**src/rtl/mips_pkg.sv**
```systemverilog
// Shared types and constants for the boot-time instruction loader.
// Included first by every loader source file.
package mips_pkg;

  typedef enum logic [2:0] {
    S_IDLE,
    S_CNT_HI,
    S_CNT_LO,
    S_DATA,
    S_CSUM,
    S_DONE,
    S_ERROR
  } state_t;

  localparam int BYTE_W = 8;
  localparam int WORD_W = 32;
  localparam int ADDR_W = 32;
  localparam int IDX_W  = 16;

  localparam logic [BYTE_W-1:0] SYNC_DEFAULT = 8'hA5;

  function automatic logic [ADDR_W-1:0] word_addr(
    input logic [ADDR_W-1:0] base,
    input logic [IDX_W-1:0]  idx
  );
    return base + {{(ADDR_W-IDX_W-2){1'b0}}, idx, 2'b00};
  endfunction

endpackage

```
**src/rtl/word_assembler.sv**
```systemverilog
// Big-endian byte-to-word assembler: shifts bytes in MSB first
// and flags the cycle in which the fourth byte arrives.
module word_assembler
  import mips_pkg::*;
(
  input  logic              clk,
  input  logic              rst,
  input  logic              clr,
  input  logic              en,
  input  logic [BYTE_W-1:0] in_byte,
  output logic              word_valid,
  output logic [WORD_W-1:0] word
);

  logic [1:0]  cnt_q, cnt_d;
  logic [23:0] sr_q, sr_d;

  always_comb begin
    cnt_d = cnt_q;
    sr_d  = sr_q;
    if (clr) begin
      cnt_d = 2'd0;
    end else if (en) begin
      cnt_d = cnt_q + 2'd1;
      sr_d  = {sr_q[15:0], in_byte};
    end
  end

  assign word_valid = en && !clr && (cnt_q == 2'd3);
  assign word       = {sr_q, in_byte};

  always_ff @(posedge clk or negedge rst) begin
    if (!rst) begin
      cnt_q <= 2'd0;
      sr_q  <= '0;
    end else begin
      cnt_q <= cnt_d;
      sr_q  <= sr_d;
    end
  end

endmodule

```
**src/rtl/inst_loader.sv**
```systemverilog
// Framed byte-stream loader: writes words into instruction memory
// and releases the CPU once the frame checksum matches.
module inst_loader
  import mips_pkg::*;
#(
  parameter logic [ADDR_W-1:0] BASE_ADDR = '0,
  parameter int                MAX_WORDS = 1024,
  parameter logic [BYTE_W-1:0] SYNC_BYTE = SYNC_DEFAULT
) (
  input  logic              clk,
  input  logic              rst,
  input  logic              in_valid,
  input  logic [BYTE_W-1:0] in_data,
  output logic              in_ready,
  input  logic              restart,
  output logic              im_wen,
  output logic [ADDR_W-1:0] im_addr,
  output logic [WORD_W-1:0] im_wdata,
  output logic              cpu_rst,
  output logic              done,
  output logic              error
);

  state_t            state_q, state_d;
  logic [BYTE_W-1:0] n_hi_q, n_hi_d;
  logic [IDX_W-1:0]  n_q, n_d;
  logic [IDX_W-1:0]  widx_q, widx_d;
  logic [BYTE_W-1:0] xor_q, xor_d;
  logic              in_ready_q, in_ready_d;
  logic              im_wen_q, im_wen_d;
  logic [ADDR_W-1:0] im_addr_q, im_addr_d;
  logic [WORD_W-1:0] im_wdata_q, im_wdata_d;
  logic              cpu_rst_q, cpu_rst_d;
  logic              done_q, done_d;
  logic              error_q, error_d;

  logic              accept;
  logic              term;
  logic              do_restart;
  logic              sync_hit;
  logic [IDX_W-1:0]  n_full;
  logic              n_over;
  logic              last_word;
  logic              word_valid;
  logic [WORD_W-1:0] word;

  assign accept     = in_valid && in_ready_q;
  assign term       = (state_q == S_DONE) || (state_q == S_ERROR);
  assign do_restart = restart && term;
  assign sync_hit   = accept && (state_q == S_IDLE)
                   && (in_data == SYNC_BYTE);
  assign n_full     = {n_hi_q, in_data};
  assign n_over     = {16'd0, n_full} > 32'(MAX_WORDS);
  assign last_word  = (widx_q + 16'd1) == n_q;

  word_assembler u_asm (
    .clk        (clk),
    .rst        (rst),
    .clr        (do_restart),
    .en         (accept && (state_q == S_DATA)),
    .in_byte    (in_data),
    .word_valid (word_valid),
    .word       (word)
  );

  always_ff @(posedge clk or negedge rst) begin
    if (!rst) state_q <= S_IDLE;
    else      state_q <= state_d;
  end

  always_comb begin
    state_d = state_q;
    unique case (state_q)
      S_IDLE:   if (sync_hit) state_d = S_CNT_HI;
      S_CNT_HI: if (accept) state_d = S_CNT_LO;
      S_CNT_LO: if (accept) begin
        if (n_over)            state_d = S_ERROR;
        else if (n_full == 0)  state_d = S_CSUM;
        else                   state_d = S_DATA;
      end
      S_DATA:   if (word_valid && last_word) state_d = S_CSUM;
      S_CSUM:   if (accept) begin
        state_d = (in_data == xor_q) ? S_DONE : S_ERROR;
      end
      S_DONE, S_ERROR: if (restart) state_d = S_IDLE;
      default:  state_d = S_IDLE;
    endcase
  end

  always_comb begin
    n_hi_d     = n_hi_q;
    n_d        = n_q;
    widx_d     = widx_q;
    xor_d      = xor_q;
    in_ready_d = !((state_d == S_DONE) || (state_d == S_ERROR));
    cpu_rst_d  = state_d != S_DONE;
    done_d     = state_d == S_DONE;
    error_d    = state_d == S_ERROR;
    im_wen_d   = word_valid;
    im_addr_d  = im_addr_q;
    im_wdata_d = im_wdata_q;
    if (sync_hit || do_restart) begin
      widx_d = '0;
      xor_d  = '0;
    end
    // Sync byte is outside the checksum; count and data bytes are in.
    if (accept && (state_q inside {S_CNT_HI, S_CNT_LO, S_DATA}))
      xor_d = xor_q ^ in_data;
    if (accept && (state_q == S_CNT_HI)) n_hi_d = in_data;
    if (accept && (state_q == S_CNT_LO)) n_d = n_full;
    if (word_valid) begin
      widx_d     = widx_q + 16'd1;
      im_addr_d  = word_addr(BASE_ADDR, widx_q);
      im_wdata_d = word;
    end
  end

  always_ff @(posedge clk or negedge rst) begin
    if (!rst) begin
      n_hi_q     <= '0;
      n_q        <= '0;
      widx_q     <= '0;
      xor_q      <= '0;
      in_ready_q <= 1'b1;
      im_wen_q   <= 1'b0;
      im_addr_q  <= BASE_ADDR;
      im_wdata_q <= '0;
      cpu_rst_q  <= 1'b1;
      done_q     <= 1'b0;
      error_q    <= 1'b0;
    end else begin
      n_hi_q     <= n_hi_d;
      n_q        <= n_d;
      widx_q     <= widx_d;
      xor_q      <= xor_d;
      in_ready_q <= in_ready_d;
      im_wen_q   <= im_wen_d;
      im_addr_q  <= im_addr_d;
      im_wdata_q <= im_wdata_d;
      cpu_rst_q  <= cpu_rst_d;
      done_q     <= done_d;
      error_q    <= error_d;
    end
  end

  assign in_ready = in_ready_q;
  assign im_wen   = im_wen_q;
  assign im_addr  = im_addr_q;
  assign im_wdata = im_wdata_q;
  assign cpu_rst  = cpu_rst_q;
  assign done     = done_q;
  assign error    = error_q;

endmodule
```
**config.mk**
```make
export PLATFORM = sky130hd
export DESIGN_NAME = inst_loader
export DESIGN_NICKNAME = d
export VERILOG_FILES = /design/src/rtl/mips_pkg.sv /design/src/rtl/word_assembler.sv /design/src/rtl/inst_loader.sv
export SDC_FILE = /design/constraint.sdc
export NUM_CORES = 1
export LEC_CHECK = 0
export CORE_UTILIZATION = 30
export CTS_BUF_LIST = sky130_fd_sc_hd__clkbuf_4
export DETAILED_ROUTE_END_ITERATION = 16
export GPL_ROUTABILITY_DRIVEN = 0
export PLACE_DENSITY = 0.53
export SLEW_MARGIN = 20
export SYNTH_ARGS = -nofsm -noshare
export SYNTH_HDL_FRONTEND = slang
export SYNTH_SLANG_ARGS = --single-unit
```
**constraint.sdc**
```tcl
create_clock -name clk -period 3 [get_ports clk]
set_input_delay 0.6 -clock clk [delete_from_list [all_inputs] [get_ports clk]]
set_output_delay 0.6 -clock clk [all_outputs]
set_load 0.1 [all_outputs]
```
==> flow_summary.toml, run 1 <==
[setup_path]
cp-start-kind = "flip-flop"
arrival_ns = 2.84
cp_data_required_time_ns = 3.40
crit_type = "reg -> reg"
endpoint_kind = "flip-flop"
rr_worst_depth = 8
crit_path_max_fanout = 8

[yosys]
synth_top_area_share_pct = 52.1
syn_avg_cell_area_um2 = 9.45
yosys_most_used_dff = "dfrtp_1"
synthTopCellsByArea = "dfrtp_1 52%, nand2_1 13%, mux2_2 6.0%, o21ai_0 3.6%, xor2_1 2.3%"
synth_edf_count = 0
synth_most_common_cell = "nand2_1"
synthArstFlopShare_pct = 100
seq_area_frac_synth_pct = 52.9
yosysTopAreaCell = "dfrtp_1"
ys_types = 57
yosysWarnings = 0
yosys_register_bits = 130
netlist_instances = 651
synth_commonest_cells = "216 x nand2_1, 128 x dfrtp_1, 44 x o21ai_0, 33 x mux2_2, 32 x nor2_1"
syn-cell-area_um2 = 6150

[global_routing]
grt_usage_pct = 14.6
grt_first_pass_wirelength_mm = 24.3
overflow = 0
grt_start_max_net_pins = 71
antenna_found_initial = 0
grt_pass1_vias = 4551

[cells_and_area]
fillers = 2133
n_antenna_cell = 0
areaGrowthSynthToFinish_pct = 16.3
nNetsFinal = 724
drive_above_1_share_pct = 19.6

[die]
ios = 81
die_area_um2 = 21100
fp.coreArea_um2 = 20200
die_height_um = 145
start_util_pct = 30.5
rows = 52
die_w_um = 145

[timing]
finalClockSkew_ns = 0.0199
worst_pin_slew_ns = 0.755
fin_crit_sh_pct = 81.5
fmax_ghz = 0.409
rsz0062_at_grt = "no"
tns_ns = 0
finalSetupViolations = 0
relSlewSlack_pct = 49.7
drv_slew = 0
hold_viol_final = 0
finalCriticalPeriod_ns = 2.44
whs_ns = 0.0201

[power]
power.leakage_nw = 3.60
ir_drop_mv = 0.396
powerDensity_nw_per_um2 = 689

[detailed_routing]
firstDrtPassIters = 5
drt_first_iter_violations = 288
routed_wl_mm = 14.4
wl_per_cell_um = 14.5
dr_total_vias = 4671
vias_per_cell = 4.70
postRouteAntennaNets = 0
drc = 0

[run_status]
outcome = "finished clean"

[hold_path]
hold_class = "in -> async"

[clock_tree]
cts_sinks = 130
post_cts_buffers = 0
clockBufferDepth = 2
cts_buffers = 17
h-tree-depth = 4
cts_root_buffer = "clkbuf_4"
clkLatencyLatePin_ns = 0.54
hold_buffers = 0
cts_tree = "yes"
clkTransAtPathRegs_ns = 0.11
cts-resized-gates = 0

[place]
io_buffers = 64
hpwl_mm = 9.57

[flow_run]
maxCapViolCount = 0
## worst max-delay path, stage by stage (launching register included)
cell and delay [ns]:
dfrtp_1 0.51, ha_1 0.36, and4_1 0.33, nand2_1 0.16, a211oi_1 0.22, o2bb2ai_1 0.11
nor4_2 0.35, buf_4 0.20, o21ai_0 0.08
## worst paths after layout
check                                from            to  slack, ns
min                                   rst  im_wdata[30]       0.02
max                             widx_q[0]    state_q[1]       0.56
min reg2reg                u_asm.sr_q[16]  im_wdata[24]       0.48
max reg2reg                     widx_q[0]    state_q[1]       0.56
max in group asynchronous             rst       cpu_rst       2.23
min in group clk           u_asm.sr_q[16]  im_wdata[24]       0.48
## through the flow
| step | total power [mW] | instances | setup slack [ns] | area [um2] | utilization, % |
|---|---|---|---|---|---|
| CTS | 4.99 | 993 | 0.536 | 7160 | 35.5 |
| finish | 4.93 | 993 | 0.555 | 7160 | 35.5 |
| detailed placement | 3.68 | 961 | 0.212 | 6860 | 34.0 |
| global route | 5.25 | 993 | 0.312 | 7160 | 35.5 |
| floorplan | 3.35 | 666 | 0.667 | 6210 | - |
| global placement | 3.67 | 961 | 0.231 | 6860 | 34.0 |
## placed cells by master (no fill, tap or decap), types with 5 or more instances in the layout
master	synthesis	final
a21oi_1	10	10
nand3_1	7	7
nor2_1	32	31
and4_1	5	5
nand2_1	216	216
and2_1	5	5
and3_1	6	6
a31oi_1	7	7
clkinv_1	0	9
o21ai_0	44	44
xor2_1	16	16
xnor2_1	12	12
dfrtp_1	128	128
mux2_2	33	33
clkdlybuf4s50_1	0	10
buf_4	18	69
clkbuf_4	0	17
conb_1	1	16
nand4_1	7	7
## registers in the layout, summed over array words and instances (netlist names)
signal,count
u_asm.cnt_q,2
xor_q,8
n_q,16
done,1
state_q,3
im_wen,1
im_wdata,32
error,1
n_hi_q,8
u_asm.sr_q,24
in_ready,1
cpu_rst,1
im_addr,16
widx_q,16
## where the power goes
group          total, mW  internal [mW]  switching (mW)
registers           2.36           2.07           0.295
logic               1.28          0.502           0.781
clock network       1.28          0.639           0.645
total               4.93           3.21            1.72
## cell families (layout without fill, tap and decap cells)
| family | Yosys count | after routing | share of synthesized area (%) |
|---|---|---|---|
| other | 1 | 16 | 0.0610 |
| buffers and inverters | 62 | 119 | 6.14 |
| adders and majority gates | 3 | 3 | 0.569 |
| muxes | 34 | 34 | 6.20 |
| AOI/OAI and AO/OA | 85 | 85 | 8.32 |
| xor gates and xnor gates | 28 | 28 | 3.99 |
| DFF | 130 | 130 | 52.9 |
| and+or+nand+nor | 308 | 308 | 21.8 |
## final cells by class
class                   count  area (um2)  share of cell area, %
inverters                   5        18.8                  0.262
multi-input cells         474        2580                   36.0
clock inverters            15         170                   2.38
flip-flops and latches    130        3260                   45.5
well taps                 270         338                   4.72
repair buffers             82         669                   9.35
clock buffers              17         128                   1.78
## layer usage
| metal | vias to the layer above | track usage (%) | part of all wire, % |
|---|---|---|---|
| met1 | 2291 | 21.2 | 50 |
| li1 | 2263 | - | - |
| met2 | 106 | 21.3 | 45 |
| met5 | - | 0 | 0 |
| met3 | 11 | 3.49 | 3.8 |
| met4 | 0 | 4.32 | 0.94 |
No activity file was read; power rests on OpenSTA's default activity.
==> run 2, diff against run 1 <==
clock period = 2.5 ns   (was 3 ns; I/O delays follow)
==> flow_summary.toml, run 2 (synthesis results as in run 1) <==
[setup_path]
crit_type = "reg -> reg"
endpoint_kind = "flip-flop"
crit_path_max_fanout = 8
path_delay_family = "simple AND/OR/NAND/NOR gates"
cp_data_required_time_ns = 2.93
arrival_ns = 2.65
crit_buf_inv = 1
crit_path_max_incr_delay_ns = 0.49
slowest_stage = "dfrtp_2"
cp-start-kind = "flip-flop"
cp_cell_sequence = "ha_1 -> and4_1 -> xnor2_1 -> a211oi_1 -> a41oi_1 -> nor4_2 -> buf_4 -> o21ai_0"

[global_routing]
grt_pass1_vias = 4569
overflow = 0
antenna_found_initial = 1
grt_first_pass_wirelength_mm = 24.5
grt_start_max_net_pins = 59
grt-busiest-layer = "met2"
gr-usage-met1_pct = 21.0
grt_usage_pct = 14.7
grt_util_met3_pct = 3.71
grt_use_met2_pct = 22.1

[timing]
fin_ws_ns = 0.277
tns_ns = 0
finalClockSkew_ns = 0.0217
finalSetupViolations = 0
fmax_ghz = 0.450
drv_slew = 0
fin_crit_sh_pct = 88.9
finalCriticalPeriod_ns = 2.22
rsz0062_at_grt = "no"
hold_viol_final = 0

[clock_tree]
cts_sinks = 130
clkLatencyLatePin_ns = 0.54
cts_tree = "yes"
h-tree-depth = 4
cts_buffers = 17
clockBufferDepth = 2
cts_root_buffer = "clkbuf_4"
post_cts_buffers = 0
clkTransAtPathRegs_ns = 0.14

[cells_and_area]
fillers = 2118
fin_util_pct = 36.2
multiInputGateArea_um2 = 2580
layoutNonFillerInstCount = 1013
drive_above_1_share_pct = 22.9
final_cell_mix = "216 x nand2_1, 126 x dfrtp_1, 86 x buf_4, 44 x o21ai_0, 33 x mux2_2"
areaGrowthSynthToFinish_pct = 18.8
seqCellArea_um2 = 3260
largest_reg_flops = 32
nNetsFinal = 743
final_common_cell = "nand2_1"

[detailed_routing]
drt_first_iter_violations = 230
firstDrtPassIters = 10
drc = 1
dr_total_vias = 4657
routed_wl_mm = 14.6
vias_per_cell = 4.60
wl_per_cell_um = 14.4
postRouteAntennaNets = 0

[hold_path]
hold_class = "in -> async"

[place]
dp_slack_ns = -0.216
placed_cells = 979
hpwl_mm = 9.93
io_buffers = 64

[die]
fp.coreArea_um2 = 20200
rows = 52
die_height_um = 145
ios = 81
start_util_pct = 30.5
die_w_um = 145
die_area_um2 = 21100

[run_status]
violations = "DRC"
outcome = "complete, but fails checks"

[power]
ir_drop_mv = 0.351
power.leakage_nw = 3.69
powerDensity_nw_per_um2 = 808

[flow_run]
maxCapViolCount = 0
-- run 2: stage by stage --
step	hold slack, ns	power, mW	instance area, um2
2_1_floorplan	0.204	4.01	6210
3_5_place_dp	0.453	4.49	7010
6_report	0.444	5.90	7310
4_1_cts	0.413	5.96	7300
3_3_place_gp	0.450	4.47	7010
5_1_grt	0.427	6.30	7310
-- run 2: area by class of cell --
type | count | area share [%]
flip-flops and latches | 130 | 44.6
clock inverters | 15 | 2.16
well taps | 270 | 4.62
clock buffers | 17 | 1.75
diodes | 1 | 0.0342
repair buffers | 101 | 11.3
inverters | 5 | 0.257
multi-input cells | 474 | 35.3
-- run 2: path summary, 6_finish.rpt --
check                               start             end  cells past startpoint  slack (ns)
max                             widx_q[0]      state_q[1]                      8        0.28
max in group asynchronous             rst         cpu_rst                      3        1.34
min reg2reg                u_asm.sr_q[21]    im_wdata[29]                      2        0.47
min in group clk           u_asm.sr_q[21]    im_wdata[29]                      2        0.47
min                                   rst  u_asm.sr_q[18]                      2        0.44
max reg2reg                     widx_q[0]      state_q[1]                      8        0.28
-- run 2: worst reg2reg max path: stages (launching register included) --
cell,delay [ns]
dfrtp_2,0.49
ha_1,0.25
and4_1,0.27
xnor2_1,0.14
a211oi_1,0.22
a41oi_1,0.09
nor4_2,0.37
buf_4,0.19
o21ai_0,0.07
-- run 2: what timing repair did --
action,CTS,global route
resized for setup,0,2
hold buffers,1,0
setup endpoints to repair,0,5
hold endpoints to repair,44,0
-- run 2: routing by layer --
layer | vias to the layer above | routed length [um]
met5 | - | 0
met4 | 0 | 118
met3 | 10 | 489
met2 | 80 | 6680
met1 | 2263 | 7320
li1 | 2304 | -
-- run 2: power by group --
part	internal (mW)	switching, mW
clock	0.603	0.854
combinational	0.670	0.982
sequential	2.48	0.312
